<file path="src/rtl/issue_scoreboard_ctrl_if.sv">
// Decode-to-issue bundle: instruction operands, writeback clear port, flush,
// and the issue decision plus scoreboard/perf visibility back to the pipeline.
interface issue_scoreboard_ctrl_if #(
  parameter int unsigned CNT_W = 16
);
  logic             decode_valid_i;
  logic [4:0]       rs1_adres_i;
  logic             rs1_use_i;
  logic [4:0]       rs2_adres_i;
  logic             rs2_use_i;
  logic [4:0]       rd_adres_i;
  logic             rd_write_i;
  logic             multicycle_i;
  logic [4:0]       writeback_address_i;
  logic             writeback_enable_i;
  logic             flush_i;
  logic             issue_o;
  logic             stall_o;
  logic             mc_busy_o;
  logic [31:0]      pending_o;
  logic [CNT_W-1:0] stall_cycles_o;

  // Handshake: decode offers an instruction with decode_valid_i; it is taken in
  // a cycle where issue_o=1, held while stall_o=1, and dropped when flush_i=1.
  modport slave (
    input  decode_valid_i, rs1_adres_i, rs1_use_i, rs2_adres_i, rs2_use_i,
           rd_adres_i, rd_write_i, multicycle_i, writeback_address_i,
           writeback_enable_i, flush_i,
    output issue_o, stall_o, mc_busy_o, pending_o, stall_cycles_o
  );

  modport master (
    output decode_valid_i, rs1_adres_i, rs1_use_i, rs2_adres_i, rs2_use_i,
           rd_adres_i, rd_write_i, multicycle_i, writeback_address_i,
           writeback_enable_i, flush_i,
    input  issue_o, stall_o, mc_busy_o, pending_o, stall_cycles_o
  );
endinterface

</file>
<file path="src/rtl/issue_scoreboard_ctrl.sv">
// Issue controller: integer-register scoreboard with RAW/WAW hazard stall,
// mul/div occupancy blocking, and a saturating stall-cycle counter.
module issue_scoreboard_ctrl #(
  parameter int unsigned MC_LATENCY = 4,
  parameter bit          WB_BYPASS  = 1'b1,
  parameter int unsigned CNT_W      = 16
) (
  input logic                   clk_i,
  input logic                   rst_i,
  issue_scoreboard_ctrl_if.slave bus
);
  logic [31:0]      pending_q, pending_d;
  logic [31:0]      clr, set, eff;
  logic [3:0]       mc_cnt_q, mc_cnt_d;
  logic [CNT_W-1:0] stall_cycles_q, stall_cycles_d;
  logic             hazard, mc_block, issue, stall;

  always_comb begin
    clr = '0;
    if (bus.writeback_enable_i && bus.writeback_address_i != 5'd0)
      clr[bus.writeback_address_i] = 1'b1;
    eff = WB_BYPASS ? (pending_q & ~clr) : pending_q;
  end

  // eff[0] is always 0 since x0 is never marked, so x0 operands are hazard-free.
  always_comb begin
    hazard   = (bus.rs1_use_i  & eff[bus.rs1_adres_i]) |
               (bus.rs2_use_i  & eff[bus.rs2_adres_i]) |
               (bus.rd_write_i & eff[bus.rd_adres_i]);
    mc_block = bus.multicycle_i && (mc_cnt_q != 4'd0);
    issue    = ~rst_i & bus.decode_valid_i & ~hazard & ~mc_block & ~bus.flush_i;
    stall    = ~rst_i & bus.decode_valid_i & ~issue & ~bus.flush_i;
  end

  always_comb begin
    set = '0;
    if (issue && bus.rd_write_i && bus.rd_adres_i != 5'd0)
      set[bus.rd_adres_i] = 1'b1;
    // Set is applied after clear so a same-cycle re-issue keeps the bit.
    pending_d    = (pending_q & ~clr) | set;
    pending_d[0] = 1'b0;

    mc_cnt_d = mc_cnt_q;
    if (issue && bus.multicycle_i)
      mc_cnt_d = 4'(MC_LATENCY - 1);
    else if (mc_cnt_q != 4'd0)
      mc_cnt_d = mc_cnt_q - 4'd1;

    stall_cycles_d = stall_cycles_q;
    if (stall && !(&stall_cycles_q))
      stall_cycles_d = stall_cycles_q + 1'b1;
  end

  always_ff @(posedge clk_i) begin
    if (rst_i) begin
      pending_q      <= '0;
      mc_cnt_q       <= '0;
      stall_cycles_q <= '0;
    end else begin
      pending_q      <= pending_d;
      mc_cnt_q       <= mc_cnt_d;
      stall_cycles_q <= stall_cycles_d;
    end
  end

  assign bus.issue_o        = issue;
  assign bus.stall_o        = stall;
  assign bus.mc_busy_o      = (mc_cnt_q != 4'd0);
  assign bus.pending_o      = pending_q;
  assign bus.stall_cycles_o = stall_cycles_q;
endmodule
</file>
<file path="src/flat_wrapper.sv">
// flat-port wrapper written by rule: the top's interface ports become plain ports
module issue_scoreboard_ctrl_flat 
#(
  parameter int unsigned MC_LATENCY = 4,
  parameter bit          WB_BYPASS  = 1'b1,
  parameter int unsigned CNT_W      = 16
)
  (clk_i, rst_i, bus_decode_valid_i, bus_rs1_adres_i, bus_rs1_use_i, bus_rs2_adres_i, bus_rs2_use_i, bus_rd_adres_i, bus_rd_write_i, bus_multicycle_i, bus_writeback_address_i, bus_writeback_enable_i, bus_flush_i, bus_issue_o, bus_stall_o, bus_mc_busy_o, bus_pending_o, bus_stall_cycles_o);
  issue_scoreboard_ctrl_if #(.CNT_W(CNT_W)) bus_i ();
  input logic clk_i;
  input logic rst_i;
  input wire logic [$bits(bus_i.decode_valid_i)-1:0] bus_decode_valid_i;
  input wire logic [$bits(bus_i.rs1_adres_i)-1:0] bus_rs1_adres_i;
  input wire logic [$bits(bus_i.rs1_use_i)-1:0] bus_rs1_use_i;
  input wire logic [$bits(bus_i.rs2_adres_i)-1:0] bus_rs2_adres_i;
  input wire logic [$bits(bus_i.rs2_use_i)-1:0] bus_rs2_use_i;
  input wire logic [$bits(bus_i.rd_adres_i)-1:0] bus_rd_adres_i;
  input wire logic [$bits(bus_i.rd_write_i)-1:0] bus_rd_write_i;
  input wire logic [$bits(bus_i.multicycle_i)-1:0] bus_multicycle_i;
  input wire logic [$bits(bus_i.writeback_address_i)-1:0] bus_writeback_address_i;
  input wire logic [$bits(bus_i.writeback_enable_i)-1:0] bus_writeback_enable_i;
  input wire logic [$bits(bus_i.flush_i)-1:0] bus_flush_i;
  output wire logic [$bits(bus_i.issue_o)-1:0] bus_issue_o;
  output wire logic [$bits(bus_i.stall_o)-1:0] bus_stall_o;
  output wire logic [$bits(bus_i.mc_busy_o)-1:0] bus_mc_busy_o;
  output wire logic [$bits(bus_i.pending_o)-1:0] bus_pending_o;
  output wire logic [$bits(bus_i.stall_cycles_o)-1:0] bus_stall_cycles_o;
  assign bus_i.decode_valid_i = bus_decode_valid_i;
  assign bus_i.rs1_adres_i = bus_rs1_adres_i;
  assign bus_i.rs1_use_i = bus_rs1_use_i;
  assign bus_i.rs2_adres_i = bus_rs2_adres_i;
  assign bus_i.rs2_use_i = bus_rs2_use_i;
  assign bus_i.rd_adres_i = bus_rd_adres_i;
  assign bus_i.rd_write_i = bus_rd_write_i;
  assign bus_i.multicycle_i = bus_multicycle_i;
  assign bus_i.writeback_address_i = bus_writeback_address_i;
  assign bus_i.writeback_enable_i = bus_writeback_enable_i;
  assign bus_i.flush_i = bus_flush_i;
  assign bus_issue_o = bus_i.issue_o;
  assign bus_stall_o = bus_i.stall_o;
  assign bus_mc_busy_o = bus_i.mc_busy_o;
  assign bus_pending_o = bus_i.pending_o;
  assign bus_stall_cycles_o = bus_i.stall_cycles_o;
  issue_scoreboard_ctrl #(.MC_LATENCY(MC_LATENCY), .WB_BYPASS(WB_BYPASS), .CNT_W(CNT_W)) u_core (.clk_i(clk_i), .rst_i(rst_i), .bus(bus_i));
endmodule
</file>
<file path="config.mk">
export PLATFORM = sky130hd
export DESIGN_NAME = issue_scoreboard_ctrl_flat
export DESIGN_NICKNAME = d
export VERILOG_FILES = /design/src/rtl/issue_scoreboard_ctrl_if.sv /design/src/rtl/issue_scoreboard_ctrl.sv /design/src/flat_wrapper.sv
export SDC_FILE = /design/constraint.sdc
export NUM_CORES = 1
export LEC_CHECK = 0
export ABC_AREA = 1
export BUFFER_PORTS_ARGS = -buffer_cell sky130_fd_sc_hd__buf_4
export CAP_MARGIN = 0
export CORE_MARGIN = 5
export CORE_UTILIZATION = 51
export CTS_CLUSTER_DIAMETER = 120
export DETAILED_ROUTE_END_ITERATION = 8
export PLACE_DENSITY = 0.74
export SLEW_MARGIN = 20
export SYNTH_ARGS = -nofsm -noshare
export SYNTH_HDL_FRONTEND = slang
export SYNTH_SLANG_ARGS = --single-unit
</file>
<file path="constraint.sdc">
create_clock -name clk_i -period 2.7 [get_ports clk_i]
set_clock_uncertainty 0.2 [all_clocks]
set_input_delay 0.135 -clock clk_i [delete_from_list [all_inputs] [get_ports clk_i]]
set_output_delay 0.135 -clock clk_i [all_outputs]
set_load 0.05 [all_outputs]
</file>
# Yosys cells after proc, flatten, opt, wreduce, memory -nomap -nowiden
# Cells that the tools add are included.
# Widths: inputs -> output; s select.
[op_classes]
add_sub_neg = 2
order_cmp = 6
n_mux = 14
bitwise_logic = 19
reduce_logical = 15
[ops]
columns = ["cell", "n"]
rows = [
  ["$mux 32", 2],
  ["$and 32x32->32", 1],
  ["$not 32->32", 1],
  ["$or 32x32->32", 1],
  ["$lt 5x6->1 const B", 4],
  ["$add 16x1->16 const B", 1],
  ["$reduce_and 16->1", 1],
  ["$bmux 1 s5", 3],
  ["$demux 1 s5", 2],
  ["$ge 5x1->1 const B", 2],
  ["$reduce_bool 5->1", 2],
  ["$and 1x1->1", 9],
  ["$logic_and 1x1->1", 8],
  ["$mux 1", 5],
  ["$not 1->1", 5],
  ["$mux 2", 2],
  ["$reduce_bool 4->1", 1],
  ["$sub 4x1->4 const B", 1],
  ["$or 1x1->1", 2],
  ["$reduce_bool 2->1", 1],
  ["$reduce_or 2->1", 1],
  ["$logic_not 1->1", 1],
]
[word_totals]
ff_bits = 52
out_inout_bits = 51
wordCells = 61

# Logic depth before layout (Yosys ltp)
[logic_depth]
word_depth = 20
ltp_mapped = 19

# Least setup slack after synthesis
# OpenSTA, ideal clock, no wires.
[synth_path]
path_type = "reg-to-reg"
startpoint = "reg u_core.pending_q[29] (netlist: u_core.bus.pending_o[29])"
endpoint = "reg u_core.stall_cycles_q[5] (netlist: u_core.bus.stall_cycles_o[5])"
arrival_time_ps = 2069
slack_ps = 303
stages_incl_launch_ff = 16
synth_period_minus_slack_ps = 2397
cell_sequence = "dfxtp_1 o21ai_0 nand2_1 nand2_1 o21ai_1 nand2_1 nor2_1 nand3_1 nand2_1 inv_2 nand3_2 nand2_1 inv_1 nand2_1 nand2_1 nor2_1"
[synth_between]
elab_chain_cells = 14
[synth_lines]
columns = ["element", "line", "rtl"]
rows = [
  ["start: declaration", "issue_scoreboard_ctrl.sv:12", "logic [31:0] pending_q, pending_d;"],
  ["start signal: assignment", "issue_scoreboard_ctrl.sv:60", "pending_q <= pending_d;"],
  ["$and 32x32->32 *", "issue_scoreboard_ctrl.sv:22", "eff = WB_BYPASS ? (pending_q & ~clr) : pending_q;"],
  ["$bmux 1 s5 (on tied branches)", "issue_scoreboard_ctrl.sv:27, issue_scoreboard_ctrl.sv:28", ""],
  ["$mux 1 (on tied branches)", "issue_scoreboard_ctrl.sv:27, issue_scoreboard_ctrl.sv:28", ""],
  ["$and 1x1->1 (on tied branches)", "issue_scoreboard_ctrl.sv:27, issue_scoreboard_ctrl.sv:28", ""],
  ["$or 1x1->1", "issue_scoreboard_ctrl.sv:27", "hazard = (bus.rs1_use_i & eff[bus.rs1_adres_i]) |"],
  ["$or 1x1->1 *", "issue_scoreboard_ctrl.sv:28", "(bus.rs2_use_i & eff[bus.rs2_adres_i]) |"],
  ["$not 1->1 *", "issue_scoreboard_ctrl.sv:31", "issue = ~rst_i & bus.decode_valid_i & ~hazard & ~mc_block & ~bus.flush_i;"],
  ["$and 1x1->1 * (3 in a row)", "issue_scoreboard_ctrl.sv:31", ""],
  ["$not 1->1 *", "issue_scoreboard_ctrl.sv:32", "stall = ~rst_i & bus.decode_valid_i & ~issue & ~bus.flush_i;"],
  ["$and 1x1->1 * (2 in a row)", "issue_scoreboard_ctrl.sv:32", ""],
  ["named net bus_stall_o", "flat_wrapper.sv:24", "output wire logic [$bits(bus_i.stall_o)-1:0] bus_stall_o;"],
  ["$logic_and 1x1->1 *", "issue_scoreboard_ctrl.sv:50", "if (stall && !(&stall_cycles_q))"],
  ["end signal: assignment", "issue_scoreboard_ctrl.sv:62", "stall_cycles_q <= stall_cycles_d;"],
  ["end: declaration", "issue_scoreboard_ctrl.sv:15", "logic [CNT_W-1:0] stall_cycles_q, stall_cycles_d;"],
]
# The timed path passes the listed nets; every way through them passes the cells marked *. The select of a mux whose other input is x is not followed.
# A chain may end at the register's enable or synchronous reset.

# Final worst setup path
[layout_path]
startpoint = "in bus_writeback_address_i[2]"
endpoint = "out bus_issue_o"
[layout_between]
elab_chain_cells = 16
[layout_lines]
columns = ["element", "line", "rtl"]
rows = [
  ["start: declaration", "flat_wrapper.sv:20", "input wire logic [$bits(bus_i.writeback_address_i)-1:0] bus_writeback_address_i;"],
  ["$lt 5x6->1 (not written as such) or $ge 5x1->1 (tied branches)", "issue_scoreboard_ctrl.sv:21", "clr[bus.writeback_address_i] = 1'b1;"],
  ["$logic_and 1x1->1 (not written as such)", "issue_scoreboard_ctrl.sv:21", ""],
  ["$mux 1 (not written as such)", "issue_scoreboard_ctrl.sv:21", ""],
  ["$demux 1 s5", "-", ""],
  ["$mux 32 *", "issue_scoreboard_ctrl.sv:20", "if (bus.writeback_enable_i && bus.writeback_address_i != 5'd0)"],
  ["$not 32->32 *", "issue_scoreboard_ctrl.sv:22", ""],
  ["$and 32x32->32 *", "issue_scoreboard_ctrl.sv:22", ""],
  ["$bmux 1 s5 (on tied branches)", "issue_scoreboard_ctrl.sv:27, issue_scoreboard_ctrl.sv:28", ""],
  ["$mux 1 (on tied branches)", "issue_scoreboard_ctrl.sv:27, issue_scoreboard_ctrl.sv:28", ""],
  ["$and 1x1->1 (on tied branches)", "issue_scoreboard_ctrl.sv:27, issue_scoreboard_ctrl.sv:28", ""],
  ["$or 1x1->1", "issue_scoreboard_ctrl.sv:27", ""],
  ["$or 1x1->1 *", "issue_scoreboard_ctrl.sv:28", ""],
  ["$not 1->1 *", "issue_scoreboard_ctrl.sv:31", ""],
  ["$and 1x1->1 * (3 in a row)", "issue_scoreboard_ctrl.sv:31", ""],
  ["end: declaration", "flat_wrapper.sv:23", "output wire logic [$bits(bus_i.issue_o)-1:0] bus_issue_o;"],
]
# Every way passes the cells marked *; elsewhere a longest branch is shown, timed or not. The select of a mux whose other input is x is not followed.

==> summary.txt <==
Run status
  – Run status: finished, final reports clean

STA
  – Period utilization: 93.7%
  – Min Tclk post-route: 2.53 ns
  – Final Setup Violations: 0
  – Final TNS setup: 0 ns
  – Final hold vios: 0
  – Worst hold margin: 0.0583 ns
  – Fmax: 0.395 GHz
  – Slew @ Worst Pin: about 0.52 ns
  – Max_slew headroom: 65.2%
  – RSZ-0062 raised after global routing: no
  – Max-slew violations: 0

Power
  – Comb power frac: 29.9%
  – Switching portion of total power: 35.4%
  – Worst vdd ir: 0.259 mV
  – Clk pwr share: approximately a quarter
  – Power, Total: 1.81 mW
  – Internal power: around 1.2 mW
  – Net Sw Power: 0.643 mW
  – Pleak: 2.13 nW
  – Reg power frac: 44.5%
  – PwrDens: about 390 nW/um^2

Worst setup path
  – Crit Path Max Fanout: 12
  – Crit. End Element: output pin
  – CP top delay family: buffers and inverters
  – WS Path Type: in2out
  – Startpoint Class: primary input
  – CP cell instances: buf_4 > inv_2 > nand3_1 > o21ai_2 > buf_4 > nand2_1 > nand3_1 > nand2_1 > nand2_1 > nor2_1 > nand3_1 > nand2_1 > inv_2 > nand2_4 > nor2_8 > buf_4 > buf_4
  – R2R setup slack: 0.34 ns
  – Max incr delay on CP: 0.29 ns
  – Buf/Inv on CP: 6
  – WP data required: 2.37 ns
  – Reg2Reg Launch Point: u_core.bus.stall_cycles_o[0]
  – Worst path slowest cell: o21ai_2
  – Worst R2R End: u_core.bus.stall_cycles_o[15]
  – Critical Path AT: 2.19 ns
  – Worst reg2reg path depth: 13

Floorplan
  – Die Span X: 96.7 um
  – # IOs: 80
  – Die area: 9350 um^2
  – Starting Density: 52.6%
  – Die Y: 96.7 um
  – # rows: 31
  – Core Area: 7290 um^2

Drt
  – Final WL: 13.0 mm
  – DRC errors left: 0
  – Antenna viol nets, final: 0
  – 1st-iter DRT viols: 520
  – DRT Pass-1 Iters: 5
  – Vias per cell: ~5.6
  – Vias: 4661
  – Wirelength per Cell: 15.8 um

Finish
  – Nets: 760
  – Ant. Diodes: 0
  – Area of the multi-input gates: 2440 um^2
  – Area Overhead vs Synth: 21.8%
  – Area occupied by registers: about 1000 um^2
  – Fill cell count: 716
  – Final Non-Filler Cells: 827
  – Share of layout cells above drive strength 1: 18.5%
  – Post-layout util: 64.1%

Worst hold path
  – Hold depth: 4
  – Worst min-delay path startpoint: bus_rd_adres_i[0]
  – Hold Path Class: in2reg
  – Hold Path End: u_core.bus.pending_o[2]

CTS
  – CTS tree: built
  – Clock tree sinks: 51
  – H-tree Lvls: 2
  – Clk root buf: clkbuf_8
  – Worst-Skew Late Latency: 0.31 ns
  – CTS Buffer Depth: 2
  – Clk slew on worst S/H paths: 0.10 ns
  – CTS buffer count: 5
  – Post-CTS Setup Repair Bufs: 0

Synth
  – Top cell type's share of synthesized area: 26.6%
  – Flops & latches, synth: 51
  – Synth area leader: dfxtp_1
  – Syn Nets: 680
  – Synth cell types: 36
  – Top cells by area, synth: dfxtp_1, nand2_1, nand3_1
  – Syn avg cell area: 5.92 um^2
  – Cell Area, Synth: 3830 um^2
  – Post-synthesis sequential area ratio: 26.6%
  – Mapped Cells: 648
  – Syn. warnings: 0

Placed design
  – Dpl hpwl: 10.1 mm
  – Placed Instances: 817
  – Number of I/O port buffers: 78
  – Gpl congestion: 1.03

Global routing
  – Initial antenna violation count: 0
  – Tot GR Track Use: 26.7%
  – Pin count of the biggest net entering global routing: 42
  – Total gr overflow: 0
  – Vias in the first global route: approximately 4100
  – Global-route wire length before repair: 21.0 mm

Flow run
  – Max-cap violations: 0
## power by group through the flow
stage / Sequential [mW] / Clock (mW) / Combinational, mW
floorplan: 0.831 / 0 / 0.368
global placement: 0.823 / 0 / 0.523
detailed placement: 0.826 / 0 / 0.532
CTS: 0.808 / 0.467 / 0.538
global route: 0.811 / 0.495 / 0.601
finish: 0.808 / 0.464 / 0.542
## worst min-delay path: cells and delay by family
| family | cells | cell delay (ns) |
|---|---|---|
| AND/OR/NAND/NOR | 2 | 0.23 |
| buffers and inverters | 1 | 0.11 |
| AO/OA/AOI/OAI | 1 | 0.06 |
## registers in the layout, indices dropped and copies added (netlist names)
name,cells
u_core.bus.stall_cycles_o,16
u_core.mc_cnt_q,4
u_core.bus.pending_o,31
## logic make-up (layout without fill, tap and decap cells)
logic type               count (synthesis)  count (layout)  synth area share, %
buffers and inverters                   87             167                 9.76
adder cells (fa/ha/maj)                  3               3                0.979
XOR/XNOR                                 1               1                0.229
AO/OA/AOI/OAI                           54              54                 7.64
flip-flops                              51              51                 26.6
AND/OR/NAND/NOR                        451             451                 54.7
other                                    1               1               0.0978
## stage by stage
stage                     instance area (um^2)  worst slack [ns]
after floorplan                           3830             0.303
after global placement                    4550            0.0380
after detailed placement                  4550            0.0627
after CTS                                 4670             0.149
after global routing                      4670            0.0267
final                                     4670             0.170
## Yosys cell counts
library cell    n
o21bai_1        1
clkbuf_1        9
nand3_2         5
nor3_2          1
nor2_1         61
o21ai_0         3
nand3_1       113
a21boi_0        1
o21ai_2         4
nand4_1        40
nor2_2          7
a21o_1          1
nor3_4          1
nor4_1          4
nor3_1         14
clkinv_1        1
buf_4           3
nand4_2         1
nand2_4         1
dfxtp_1        51
or2_2           1
nor2_8          1
inv_2           6
a21oi_1        37
buf_6           3
inv_1          54
nor2_4          2
or2_0           1
conb_1          1
ha_1            3
nand2_1       194
nand3b_1        3
o21ai_1         7
xor2_1          1
nand2_2         1
buf_2          11
## cell type report
cell class | instances | area share, %
Sequential cell | 51 | 21.9
Timing Repair Buffer | 99 | 16.3
Tap cell | 99 | 2.65
Clock inverter | 1 | 0.188
Inverter | 61 | 4.90
Clock buffer | 6 | 1.77
Multi-Input combinational cell | 510 | 52.3
## worst max-delay path by stage
stage / start / end / slack [ns] / depth (start not counted)
6_report: bus_writeback_address_i[2] / bus_issue_o / 0.17 / 17
5_1_grt: bus_rd_adres_i[3] / bus_stall_o / 0.03 / 15
4_1_cts: bus_writeback_address_i[2] / bus_stall_o / 0.15 / 17
3_5_place_dp: bus_writeback_address_i[2] / u_core.bus.stall_cycles_o[13] / 0.06 / 19
3_3_place_gp: bus_writeback_address_i[2] / u_core.bus.pending_o[15] / 0.04 / 18
2_1_floorplan: u_core.bus.pending_o[29] / u_core.bus.stall_cycles_o[5] / 0.30 / 15
## placed cells by master (no fill, tap or decap), drive strengths merged
master,instances
clkbuf,6
nand3b,3
xor2,1
dlygate4sd3,3
o21ai,14
o21bai,1
ha,3
buf,96
conb,1
clkinv,1
inv,61
a21oi,37
nor4,4
nor3,16
a21o,1
nand4,41
nor2,71
nand3,118
or2,2
dfxtp,51
nand2,196
a21boi,1
## per-layer routing
metal  GRT usage [%]  vias to the layer above  wire [um]
li1                -                     2312          -
met4            4.97                        0        129
met5               0                        -          0
met2            38.8                      278       5510
met1            40.1                     2056       5860
met3            6.19                       15       1530
## repair_timing
| item | CTS | global route |
|---|---|---|
| endpoints found under the setup margin | 0 | 2 |
| hold endpoints to repair | 7 | 0 |
| hold buffers | 3 | 0 |
| gates resized for setup | 0 | 1 |
Note: power is estimated with default switching activity, not from simulation.
